### src/rtl/alu_result_buffer.sv
`default_nettype none
// ============================================================================
// Module   : alu_result_buffer
// Purpose  : First-word fall-through FIFO for ALU results and flags, with
//            sticky overflow/carry indicators and a saturating retire counter.
// Revision : 1.0 - initial release
// ============================================================================
module alu_result_buffer #(
    parameter int DATA_WIDTH = 32,
    parameter int DEPTH      = 4
) (
    input  logic                      clk_i,
    input  logic                      rst_ni,
    input  logic                      in_valid_i,
    output logic                      in_ready_o,
    input  logic [DATA_WIDTH-1:0]     in_result_i,
    input  logic                      in_zero_i,
    input  logic                      in_overflow_i,
    input  logic                      in_carry_i,
    output logic                      out_valid_o,
    input  logic                      out_ready_i,
    output logic [DATA_WIDTH-1:0]     out_result_o,
    output logic [2:0]                out_flags_o,
    input  logic                      clear_sticky_i,
    output logic                      sticky_ovf_o,
    output logic                      sticky_carry_o,
    output logic [$clog2(DEPTH):0]    count_o,
    output logic [15:0]               retired_o
);

    localparam int c_AW = $clog2(DEPTH);
    localparam int c_CW = c_AW + 1;
    localparam int c_EW = DATA_WIDTH + 3;
    localparam logic [c_CW-1:0] c_FULL = c_CW'(DEPTH);

    // Each entry packs {carry, overflow, zero, result}
    logic [c_EW-1:0]  r_mem [DEPTH];
    logic [c_AW-1:0]  r_wr_ptr;
    logic [c_AW-1:0]  r_rd_ptr;
    logic [c_CW-1:0]  r_count;
    logic             r_sticky_ovf;
    logic             r_sticky_carry;
    logic [15:0]      r_retired;

    logic             w_push;
    logic             w_pop;
    logic [c_EW-1:0]  w_head;

    assign in_ready_o  = (r_count != c_FULL);
    assign out_valid_o = (r_count != '0);
    assign w_push      = in_valid_i && in_ready_o;
    assign w_pop       = out_valid_o && out_ready_i;

    assign w_head       = r_mem[r_rd_ptr];
    assign out_result_o = w_head[DATA_WIDTH-1:0];
    assign out_flags_o  = w_head[c_EW-1 -: 3];

    always_ff @(posedge clk_i or negedge rst_ni) begin
        if (!rst_ni) begin
            for (int i = 0; i < DEPTH; i++) begin
                r_mem[i] <= '0;
            end
        end else if (w_push) begin
            r_mem[r_wr_ptr] <= {in_carry_i, in_overflow_i, in_zero_i, in_result_i};
        end
    end

    // DEPTH is a power of two, so pointer overflow is the modulo wrap
    always_ff @(posedge clk_i or negedge rst_ni) begin
        if (!rst_ni) begin
            r_wr_ptr <= '0;
            r_rd_ptr <= '0;
            r_count  <= '0;
        end else begin
            if (w_push) begin
                r_wr_ptr <= r_wr_ptr + c_AW'(1);
            end
            if (w_pop) begin
                r_rd_ptr <= r_rd_ptr + c_AW'(1);
            end
            case ({w_push, w_pop})
                2'b10:   r_count <= r_count + c_CW'(1);
                2'b01:   r_count <= r_count - c_CW'(1);
                default: r_count <= r_count;
            endcase
        end
    end

    // A setting push takes priority over a simultaneous clear
    always_ff @(posedge clk_i or negedge rst_ni) begin
        if (!rst_ni) begin
            r_sticky_ovf   <= 1'b0;
            r_sticky_carry <= 1'b0;
        end else begin
            if (w_push && in_overflow_i) begin
                r_sticky_ovf <= 1'b1;
            end else if (clear_sticky_i) begin
                r_sticky_ovf <= 1'b0;
            end
            if (w_push && in_carry_i) begin
                r_sticky_carry <= 1'b1;
            end else if (clear_sticky_i) begin
                r_sticky_carry <= 1'b0;
            end
        end
    end

    always_ff @(posedge clk_i or negedge rst_ni) begin
        if (!rst_ni) begin
            r_retired <= '0;
        end else if (w_pop && (r_retired != 16'hFFFF)) begin
            r_retired <= r_retired + 16'd1;
        end
    end

    assign sticky_ovf_o   = r_sticky_ovf;
    assign sticky_carry_o = r_sticky_carry;
    assign count_o        = r_count;
    assign retired_o      = r_retired;

endmodule
`default_nettype wire
### config.mk
export PLATFORM = sky130hd
export DESIGN_NAME = alu_result_buffer
export DESIGN_NICKNAME = d
export VERILOG_FILES = /design/src/rtl/alu_result_buffer.sv
export SDC_FILE = /design/constraint.sdc
export NUM_CORES = 1
export LEC_CHECK = 0
export CAP_MARGIN = 20
export CELL_PAD_IN_SITES_DETAIL_PLACEMENT = 1
export CELL_PAD_IN_SITES_GLOBAL_PLACEMENT = 1
export CORE_MARGIN = 10
export CORE_UTILIZATION = 28
export DETAILED_ROUTE_END_ITERATION = 8
export PLACE_DENSITY = 0.52
export SETUP_SLACK_MARGIN = 0.5
export SYNTH_ARGS = -nofsm -noshare
export SYNTH_HDL_FRONTEND = slang
export SYNTH_SLANG_ARGS = --single-unit
### constraint.sdc
create_clock -name clk_i -period 2.4 [get_ports clk_i]
set_clock_uncertainty 0.05 [all_clocks]
set_input_delay 0.48 -clock clk_i [delete_from_list [all_inputs] [get_ports clk_i]]
set_output_delay 0.48 -clock clk_i [all_outputs]
set_load 0.02 [all_outputs]
[Word-level counts from Yosys, hierarchy flattened]
Cells that the tools add are included.
Storage, ports and cells
  register bits after elaboration: 165
  bits of input ports: 40
Cells by class
  mux-type cells: 10
  equality and inequality tests: 4
  reduce and logical (&&, ||, !) cells: 10
  bitwise logic cells: 2
  magnitude comparators: 3
  add/sub/neg operators: 5
Operators by type and width (number)
  140-bit bitwise mux: 1
  35-bit 2-to-1 mux: 3
  35-bit binary-select mux with 2-bit select: 1
  35-bit demux with 2-bit select: 1
  16-bit by 1-bit adder with 16-bit output, second input constant: 1
  16-bit inequality test, second input constant: 1
  3-bit greater-or-equal comparator, second input constant: 2
  1-bit logical AND: 6
  2-bit inverter with 3-bit output: 2
  3-bit one-hot mux with 2 select lines: 1
  2-bit nonzero test: 3
  2-bit by 1-bit adder with 2-bit output, second input constant: 2
  3-bit by 1-bit adder with 3-bit output, second input constant: 1
  3-bit by 1-bit less-than comparator with 1-bit output, second input constant: 1
  1-bit 2-to-1 mux: 3
  3-bit inequality test, second input constant: 1
  3-bit nonzero test: 1
  3-bit by 1-bit subtractor with 3-bit output, second input constant: 1
  2-bit by 1-bit == test with 1-bit output, second input constant: 1
  2-bit == test, second input constant: 1

[Longest topological paths before layout]
Gate-level depths: netlist of the first run.
  depth after elaboration: 6
  depth in mapped cells: 10
  gate-level depth less buffers: 9

[Worst setup path before layout of the first run]
Ideal clock, no wire load.
  path kind: reg-to-reg
  start point: register r_count[0] (netlist: count_o[0])
  end point: register r_count[2] (netlist: count_o[2])
  arrival: 1937 ps
  buffers on the path: 1
  stages on the path, launching flop included: 11
  path slack: 332 ps
  library setup time: 81 ps
  cells stage by stage: dfrtp_1 nor2_2 a21boi_2 buf_12 inv_1 ha_1 inv_1 fa_1 xor2_1 nor2_1 xor2_1
On the way
  word-level cells in the longest chain between the ends: 4
RTL lines
  start, declared: RTL line 40  | logic [c_CW-1:0] r_count;
  start signal, assigned: RTL line 82  | 2'b10: r_count <= r_count + c_CW'(1);
  start signal, assigned: RTL line 83  | 2'b01: r_count <= r_count - c_CW'(1);
  start signal, assigned: RTL line 84  | default: r_count <= r_count;
  3-bit inequality test or 3-bit nonzero test (tied branches): RTL line 49, 50
  1-bit logical AND (on tied branches): RTL line 51, 52
  2-bit by 1-bit == test with 1-bit output or 2-bit == test (tied branches): RTL line 81  | case ({w_push, w_pop})
  3-bit one-hot mux with 2 select lines or 2-bit nonzero test (tied branches)
Parallel ways exist; a longest one is shown, timed or not.
A chain may end at the register's enable or synchronous reset.

[Final worst setup path of the first run]
  start point: register r_rd_ptr[0]
  end point: output out_result_o[8]
On the way
  word-level cells in the longest chain between the ends: 4
RTL lines
  start, declared: RTL line 39  | logic [c_AW-1:0] r_rd_ptr;
  start signal, assigned: RTL line 79  | r_rd_ptr <= r_rd_ptr + c_AW'(1);
  2-bit inverter with 3-bit output (implied by the code): RTL line 54  | assign w_head = r_mem[r_rd_ptr];
  35-bit binary-select mux with 2-bit select: RTL line 54
  35-bit 2-to-1 mux (implied by the code) (2 in a row): RTL line 54
  end, declared: RTL line 22  | output logic [DATA_WIDTH-1:0] out_result_o,
Every way passes these cells. The select of a mux whose other input is x is not followed.

==> flow_summary.html, run 1 <==
<table>
<tr><th>Metric</th><th>Value</th></tr>
<tr><th colspan="2">Status</th></tr>
<tr><td>Status</td><td>finished, final reports clean</td></tr>
<tr><th colspan="2">Finish</th></tr>
<tr><td>ANT cells</td><td>0</td></tr>
<tr><td>Final Non-Filler Cells</td><td>989</td></tr>
<tr><td>Commonest cells after routing, fill and taps aside</td><td>160 x sky130_fd_sc_hd__dfrtp_1, 120 x sky130_fd_sc_hd__mux2_4, 43 x sky130_fd_sc_hd__buf_6</td></tr>
<tr><td>Most common library cell in the layout ignoring fill and taps</td><td>sky130_fd_sc_hd__dfrtp_1</td></tr>
<tr><td>Syn-to-layout area delta</td><td>30.73%</td></tr>
<tr><td>Final Net Count</td><td>645</td></tr>
<tr><td>Share of cells above drive strength 1</td><td>52.05%</td></tr>
<tr><th colspan="2">Die</th></tr>
<tr><td>Number of standard-cell rows in the floorplan</td><td>61</td></tr>
<tr><td>Effective utilization at floorplan</td><td>28.57%</td></tr>
<tr><td>DIE AREA</td><td>35,740 µm²</td></tr>
<tr><td>Top-Level Pins</td><td>98</td></tr>
<tr><td>Width of the die</td><td>189.0 µm</td></tr>
<tr><td>Y dimension of the die</td><td>189.0 µm</td></tr>
<tr><td>Core region area</td><td>28,010 µm²</td></tr>
<tr><th colspan="2">Place</th></tr>
<tr><td>Placed insts</td><td>936</td></tr>
<tr><td>Final estimated routing congestion in global placement</td><td>0.7189</td></tr>
<tr><td>Total of buffers placed on input and output ports</td><td>97</td></tr>
<tr><td>DPL Wire Length</td><td>13.43 mm</td></tr>
<tr><th colspan="2">Drt</th></tr>
<tr><td>DRC violation count after routing</td><td>0</td></tr>
<tr><td>Pre-antenna DRT Iters</td><td>4</td></tr>
<tr><td>Drt wl/cell</td><td>20.54 µm</td></tr>
<tr><td>Per-cell via count in the routed design</td><td>4.524</td></tr>
<tr><td>Antenna violation net count after detailed routing</td><td>0</td></tr>
<tr><td>Vias after detailed routing</td><td>4,474</td></tr>
<tr><td>Aggregate routed wire length</td><td>20.32 mm</td></tr>
<tr><td>First DRT Iteration DRCs</td><td>158</td></tr>
<tr><th colspan="2">Timing</th></tr>
<tr><td>Final Hold Vio Count</td><td>0</td></tr>
<tr><td>Final worst-path cycle share</td><td>98.80%</td></tr>
<tr><td>Final setup fails</td><td>0</td></tr>
<tr><td>Highest Clock Rate</td><td>0.4217 GHz</td></tr>
<tr><td>Actual slew at the worst max-slew pin</td><td>0.4728 ns</td></tr>
<tr><td>Max Slew Vio Count</td><td>0</td></tr>
<tr><td>Clock period minus worst slack</td><td>2.371 ns</td></tr>
<tr><td>Relative slew margins</td><td>68.48%</td></tr>
<tr><td>Unrepaired setup endpoints after global routing</td><td>true</td></tr>
<tr><th colspan="2">Synth</th></tr>
<tr><td>Post-synthesis sequential area ratio</td><td>51.60%</td></tr>
<tr><td>Post-synthesis instance total</td><td>461</td></tr>
<tr><td>Register bit count reported by yosys</td><td>165</td></tr>
<tr><td>Synth cell types</td><td>39</td></tr>
<tr><td>Prevailing post-synth register cell</td><td>sky130_fd_sc_hd__dfrtp_1</td></tr>
<tr><td>Number of nets produced by synthesis</td><td>508</td></tr>
<tr><td>Async set-or-reset flop fraction in the synthesized netlist</td><td>100.0%</td></tr>
<tr><td>Count of flip-flops with a built-in enable after synthesis</td><td>0</td></tr>
<tr><td>Area of the mapped netlist</td><td>8001 µm²</td></tr>
<tr><td>Count of yosys warnings during synthesis</td><td>0</td></tr>
<tr><td>Mean cell area of the mapped netlist</td><td>17.36 µm²</td></tr>
<tr><th colspan="2">Critical path</th></tr>
<tr><td>Kind of cell with the highest combined delay on the critical path</td><td>buffers and inverters</td></tr>
<tr><td>Worst reg2reg endpoint</td><td>count_o[2]</td></tr>
<tr><td>Worst Setup End Kind</td><td>output port</td></tr>
<tr><td>Number of buffer and inverter stages on the critical path</td><td>4</td></tr>
<tr><td>R2R cell count</td><td>10</td></tr>
<tr><td>Reg-to-reg critical path startpoint</td><td>count_o[1]</td></tr>
<tr><td>Cell mode on critical path</td><td>sky130_fd_sc_hd__buf_12</td></tr>
<tr><td>Category of the most critical setup path</td><td>flip-flop to output port</td></tr>
<tr><td>Required time of the critical path</td><td>1.87 ns</td></tr>
<tr><td>CP startpoint kind</td><td>flip-flop</td></tr>
<tr><td>Slowest stage delay, CP</td><td>0.44 ns</td></tr>
<tr><td>Slowest cell on the critical path</td><td>sky130_fd_sc_hd__mux4_2</td></tr>
<tr><td>Chain of cells forming the critical path</td><td>buf_12 &gt; buf_12 &gt; buf_16 &gt; mux4_2 &gt; buf_6</td></tr>
<tr><td>CP Data Arrival Time</td><td>1.84 ns</td></tr>
<tr><td>Setup slack of the worst register-to-register path</td><td>0.45 ns</td></tr>
<tr><td>Crit Path Max Fanout</td><td>8</td></tr>
<tr><th colspan="2">Clock network</th></tr>
<tr><td>Clock tree sinks</td><td>165</td></tr>
<tr><td>TritonCTS clock tree</td><td>done</td></tr>
<tr><td>Clock buffers created by TritonCTS</td><td>17</td></tr>
<tr><td>Maximum level of the CTS H-tree</td><td>4</td></tr>
<tr><td>Worst-skew pair later-pin latency</td><td>0.43 ns</td></tr>
<tr><td>CTS clk-pin slew, worst paths</td><td>0.07 ns</td></tr>
<tr><td>Number of buffers between clock root and the deepest sink</td><td>2</td></tr>
<tr><td>Clock Tree Root</td><td>sky130_fd_sc_hd__clkbuf_16</td></tr>
<tr><th colspan="2">Global route</th></tr>
<tr><td>Largest net degree at the start of global routing</td><td>53</td></tr>
<tr><td>Number of global-route vias before repair</td><td>5,191</td></tr>
<tr><td>Total GRT Usage</td><td>11.53%</td></tr>
<tr><td>Total grt overflow</td><td>0</td></tr>
<tr><td>Antenna violations before repair</td><td>0</td></tr>
<tr><td>Global-route wire length before repair</td><td>32.01 mm</td></tr>
<tr><th colspan="2">Min path</th></tr>
<tr><td>Endpoint of the worst hold-timing path</td><td>r_mem[105]</td></tr>
<tr><td>Worst Hold Class</td><td>flip-flop to flip-flop</td></tr>
<tr><td>Cell count of the worst hold path</td><td>1</td></tr>
<tr><td>Startpoint of the worst hold path</td><td>r_mem[105]</td></tr>
<tr><th colspan="2">Power</th></tr>
<tr><td>Leak Pwr</td><td>4.878 nW</td></tr>
<tr><td>Power density over the cells</td><td>1527 nW/µm²</td></tr>
<tr><td>Total design power</td><td>15.98 mW</td></tr>
<tr><td>Maximum resistive drop on vdd</td><td>453.1 µV</td></tr>
<tr><th colspan="2">Flow run</th></tr>
<tr><td>Total of max-cap violations</td><td>0</td></tr>
</table>
worst max-delay path by stage:
stage	start	end	cells past startpoint
floorplan	count_o[0]	count_o[2]	10
global placement	in_valid_i	r_mem[29]	6
detailed placement	in_valid_i	r_mem[31]	6
CTS	r_rd_ptr[0]	out_result_o[10]	5
global route	r_rd_ptr[0]	out_result_o[10]	5
finish	r_rd_ptr[0]	out_result_o[8]	5
per-stage QoR:
step           area [µm²]  setup slack (ns)  utilization, %  setup TNS [ns]  hold slack (ns)
6_report            10460           0.02882           37.34               0           0.4559
5_1_grt             10460          -0.04848           37.34         -0.2583           0.4664
4_1_cts             10330         -0.006764           36.87        -0.01897           0.4607
3_5_place_dp         9508           0.06688           33.94               0           0.4037
3_3_place_gp         9508           0.08239           33.94               0           0.4045
2_1_floorplan        8040            0.4575               -               0           0.1344
logic make-up after synthesis:
kind of cell / synth area share (%)
XOR/XNOR: 1.970
AO/OA/AOI/OAI: 1.110
AND/OR/NAND/NOR: 4.441
flip-flops: 51.60
buffers and inverters: 4.238
multiplexers: 35.45
adder cells (fa/ha/maj): 1.188
worst register-to-register path: cells and delay by family, from the launching register on:
kind / cells / cell delay, ns
xor gates and xnor gates: 2 / 0.29
AOI/OAI and AO/OA: 1 / 0.27
buffers and inverters: 4 / 0.37
adders and majority gates: 2 / 0.37
DFF: 1 / 0.42
and+or+nand+nor: 1 / 0.05
cells in the mapped netlist (all sizes together), types with 2 or more instances:
| library cell | count | area, µm² |
|---|---|---|
| ha | 6 | 75.07 |
| inv | 10 | 37.54 |
| mux2 | 141 | 2038 |
| clkbuf | 2 | 7.510 |
| nor4 | 4 | 46.29 |
| mux4 | 35 | 788.3 |
| a21boi | 2 | 18.77 |
| and4 | 2 | 17.52 |
| nor4b | 2 | 23.77 |
| nor3 | 5 | 25.02 |
| o21ai | 3 | 15.01 |
| dfrtp | 165 | 4129 |
| nand4 | 4 | 31.28 |
| xnor2 | 4 | 35.03 |
| nand2 | 16 | 125.1 |
| buf | 20 | 294.0 |
| nor2 | 9 | 36.29 |
| xor2 | 14 | 122.6 |
| a31oi | 2 | 12.51 |
| nand3 | 6 | 30.03 |
flip-flops by register name (all words and copies together) (netlist names):
signal / count
count_o: 3
r_mem: 140
r_rd_ptr: 2
r_wr_ptr: 2
retired_o: 16
sticky_carry_o: 1
sticky_ovf_o: 1
cell type report:
class                   count  area, µm²
clock inverters            15      155.1
inverters                  10      40.04
repair buffers            140       1614
fillers                  2850      17550
multi-input cells         264       3617
clock buffers              17      425.4
well taps                 378      473.0
flip-flops and latches    165       4135
routing by layer:
metal	GRT usage, %	share of wire [%]
met3	3.271	5.1
met4	3.205	0.80
met2	18.38	48
met5	0	0
met1	14.97	46
report_power, final:
part | switching [mW] | internal, mW | total [mW]
clock | 1.32 | 1.39 | 2.71
sequential | 0.860 | 4.14 | 5.00
combinational | 3.32 | 4.95 | 8.27
total | 5.50 | 10.5 | 16.0
what timing repair did:
item	in CTS	in global routing
gates resized for setup	252	18
buffers inserted	13	4
endpoints found under the setup margin	60	70
hold endpoints to repair	44	0
gates cloned	2	1
pin swaps	8	6
hold buffers	1	0
No activity file was read; power rests on OpenSTA's default activity.
==> inputs of run 2 (changes only) <==
- CORE_UTILIZATION: 28 -> 48
- PLACE_DENSITY: 0.52 -> 0.81
==> run 2 against run 1 <==
Net effect:
- setup slack better by 0.042 ns
- register-to-register slack better by 0.05 ns
- utilization up 23 points
- fmax up 1.8%
- cell count down 18%
- sequential cell count unchanged
- critical path depth down 1
- design area down 5.3%
- non-clock buffer count down 19
==> flow_summary.html, run 2 (same netlist as run 1, synthesis figures left out) <==
<table>
<tr><th>Metric</th><th>Value</th></tr>
<tr><th colspan="2">Timing</th></tr>
<tr><td>Max Slew Vio Count</td><td>0</td></tr>
<tr><td>Relative slew margins</td><td>62.10%</td></tr>
<tr><td>Clock period minus worst slack</td><td>2.330 ns</td></tr>
<tr><td>Final setup fails</td><td>0</td></tr>
<tr><td>Actual slew at the worst max-slew pin</td><td>0.5685 ns</td></tr>
<tr><td>Final worst-path cycle share</td><td>97.07%</td></tr>
<tr><td>Final setup TNS</td><td>0 ns</td></tr>
<tr><td>Highest Clock Rate</td><td>0.4292 GHz</td></tr>
<tr><td>Final Hold Vio Count</td><td>0</td></tr>
<tr><td>Unrepaired setup endpoints after global routing</td><td>true</td></tr>
<tr><th colspan="2">Clock network</th></tr>
<tr><td>TritonCTS clock tree</td><td>done</td></tr>
<tr><td>Maximum level of the CTS H-tree</td><td>4</td></tr>
<tr><td>Worst-skew pair later-pin latency</td><td>0.42 ns</td></tr>
<tr><td>CTS clk-pin slew, worst paths</td><td>0.06 ns</td></tr>
<tr><td>Clock tree sinks</td><td>165</td></tr>
<tr><td>Number of buffers between clock root and the deepest sink</td><td>2</td></tr>
<tr><td>Clock Tree Root</td><td>sky130_fd_sc_hd__clkbuf_16</td></tr>
<tr><td>Clock buffers created by TritonCTS</td><td>17</td></tr>
<tr><th colspan="2">Global route</th></tr>
<tr><td>Number of global-route vias before repair</td><td>5,359</td></tr>
<tr><td>Largest net degree at the start of global routing</td><td>59</td></tr>
<tr><td>Total GRT Usage</td><td>17.81%</td></tr>
<tr><td>Global-route wire length before repair</td><td>30.68 mm</td></tr>
<tr><td>Antenna violations before repair</td><td>0</td></tr>
<tr><td>Total grt overflow</td><td>0</td></tr>
<tr><th colspan="2">Finish</th></tr>
<tr><td>Fill cells</td><td>1,515</td></tr>
<tr><td>Final Non-Filler Cells</td><td>814</td></tr>
<tr><td>ANT cells</td><td>0</td></tr>
<tr><td>Commonest cells after routing, fill and taps aside</td><td>160 x sky130_fd_sc_hd__dfrtp_1, 120 x sky130_fd_sc_hd__mux2_4, 38 x sky130_fd_sc_hd__clkdlybuf4s50_1</td></tr>
<tr><td>Register with the most flip-flops</td><td>r_mem</td></tr>
<tr><td>Most common library cell in the layout ignoring fill and taps</td><td>sky130_fd_sc_hd__dfrtp_1</td></tr>
<tr><td>Share of cells above drive strength 1</td><td>49.66%</td></tr>
<tr><td>Number of flip-flops in the largest register</td><td>140</td></tr>
<tr><td>Syn-to-layout area delta</td><td>23.77%</td></tr>
<tr><td>Final Net Count</td><td>630</td></tr>
<tr><th colspan="2">Place</th></tr>
<tr><td>Final estimated routing congestion in global placement</td><td>0.7744</td></tr>
<tr><td>Total of buffers placed on input and output ports</td><td>97</td></tr>
<tr><td>Placed insts</td><td>767</td></tr>
<tr><td>DPL Wire Length</td><td>12.08 mm</td></tr>
<tr><th colspan="2">Critical path</th></tr>
<tr><td>Reg-to-reg critical path startpoint</td><td>count_o[1]</td></tr>
<tr><td>CP startpoint kind</td><td>flip-flop</td></tr>
<tr><td>Worst Setup End Kind</td><td>output port</td></tr>
<tr><td>Crit Path Max Fanout</td><td>8</td></tr>
<tr><td>Required time of the critical path</td><td>1.87 ns</td></tr>
<tr><td>Worst reg2reg endpoint</td><td>count_o[2]</td></tr>
<tr><td>R2R cell count</td><td>10</td></tr>
<tr><td>Setup slack of the worst register-to-register path</td><td>0.50 ns</td></tr>
<tr><td>CP Data Arrival Time</td><td>1.80 ns</td></tr>
<tr><td>Critical path capture point</td><td>out_result_o[14]</td></tr>
<tr><td>Worst setup path startpoint</td><td>r_rd_ptr[0]</td></tr>
<tr><td>Category of the most critical setup path</td><td>flip-flop to output port</td></tr>
<tr><th colspan="2">Drt</th></tr>
<tr><td>Per-cell via count in the routed design</td><td>5.537</td></tr>
<tr><td>Vias after detailed routing</td><td>4,507</td></tr>
<tr><td>First DRT Iteration DRCs</td><td>146</td></tr>
<tr><td>DRC violation count after routing</td><td>0</td></tr>
<tr><td>Aggregate routed wire length</td><td>19.93 mm</td></tr>
<tr><td>Drt wl/cell</td><td>24.48 µm</td></tr>
<tr><td>Pre-antenna DRT Iters</td><td>4</td></tr>
<tr><td>Antenna violation net count after detailed routing</td><td>0</td></tr>
<tr><th colspan="2">Min path</th></tr>
<tr><td>Cell count of the worst hold path</td><td>1</td></tr>
<tr><td>Worst Hold Class</td><td>flip-flop to flip-flop</td></tr>
<tr><th colspan="2">Power</th></tr>
<tr><td>Power density over the cells</td><td>1565 nW/µm²</td></tr>
<tr><td>Maximum resistive drop on vdd</td><td>743.7 µV</td></tr>
<tr><td>Leak Pwr</td><td>4.725 nW</td></tr>
<tr><th colspan="2">Die</th></tr>
<tr><td>DIE AREA</td><td>22,230 µm²</td></tr>
<tr><td>Y dimension of the die</td><td>149.1 µm</td></tr>
<tr><td>Core region area</td><td>16,470 µm²</td></tr>
<tr><td>Effective utilization at floorplan</td><td>48.59%</td></tr>
<tr><td>Number of standard-cell rows in the floorplan</td><td>47</td></tr>
<tr><td>Width of the die</td><td>149.1 µm</td></tr>
<tr><td>Top-Level Pins</td><td>98</td></tr>
<tr><th colspan="2">Status</th></tr>
<tr><td>Status</td><td>finished, final reports clean</td></tr>
<tr><th colspan="2">Flow run</th></tr>
<tr><td>Total of max-cap violations</td><td>0</td></tr>
</table>
## run 2: per-layer routing
layer  GRT usage, %  part of all wire [%]  routed length (µm)
met1          21.34                    43                8479
met2          31.01                    52               10380
met3          4.733                   4.4                 876
met4          4.711                  0.93                 186
met5              0                     0                   0
## run 2: worst max-delay path: stages (launching register included)
cell and delay, ns:
sky130_fd_sc_hd__dfrtp_2 0.40, sky130_fd_sc_hd__buf_12 0.13, sky130_fd_sc_hd__buf_12 0.13, sky130_fd_sc_hd__mux4_2 0.55, sky130_fd_sc_hd__buf_6 0.16
## run 2: final cells by class
cell class,count,area [µm²],area share (%)
sequential,165,4135,41.76
multi-input combinational,268,3627,36.63
timing repair buffer,121,1309,13.22
clock buffer,21,460.4,4.649
tap,220,275.3,2.780
clock inverter,9,56.30,0.5685
inverter,10,40.04,0.4043
## run 2: power breakdown
group          total (mW)  switching [mW]  internal (mW)
Clock                2.45            1.10           1.36
Sequential           5.06           0.919           4.14
Combinational        7.98            3.32           4.66
Total                15.5            5.34           10.2
## run 2: worst min path at each step
stage	from	slack (ns)	endpoint
after floorplan	rst_ni	0.13	count_o[0]
after global placement	rst_ni	0.43	r_mem[117]
after detailed placement	rst_ni	0.44	r_mem[117]
after CTS	r_mem[45]	0.46	r_mem[45]
after global routing	r_mem[105]	0.47	r_mem[105]
final	r_mem[45]	0.46	r_mem[45]
## run 2: repair_timing
action                                 CTS  global route
setup endpoints to repair               64            66
setup buffers                            9             1
gates cloned                             2             4
resized for setup                      238            12
hold buffers                             1             0
pin swaps                                2             7
endpoints found under the hold margin   47             0
## run 2: per-stage QoR
| step | util [%] | hold slack (ns) | total power, mW | cell area [µm²] | worst slack (ns) |
|---|---|---|---|---|---|
| finish | 60.14 | 0.4590 | 15.50 | 9903 | 0.07032 |
| detailed placement | 55.51 | 0.4409 | 12.56 | 9140 | 0.07171 |
| global route | 60.14 | 0.4739 | 16.29 | 9903 | 0.01908 |
| global placement | 55.51 | 0.4310 | 12.20 | 9140 | 0.1041 |
| CTS | 59.68 | 0.4590 | 15.49 | 9827 | 0.05332 |
| floorplan | - | 0.1344 | 10.07 | 8040 | 0.4575 |
==> inputs of run 3 (changes only) <==
- CAP_MARGIN: 20 -> 10
==> results of run 3 <==
Same layout as run 2: the final DEF is identical, and so are final timing and power.
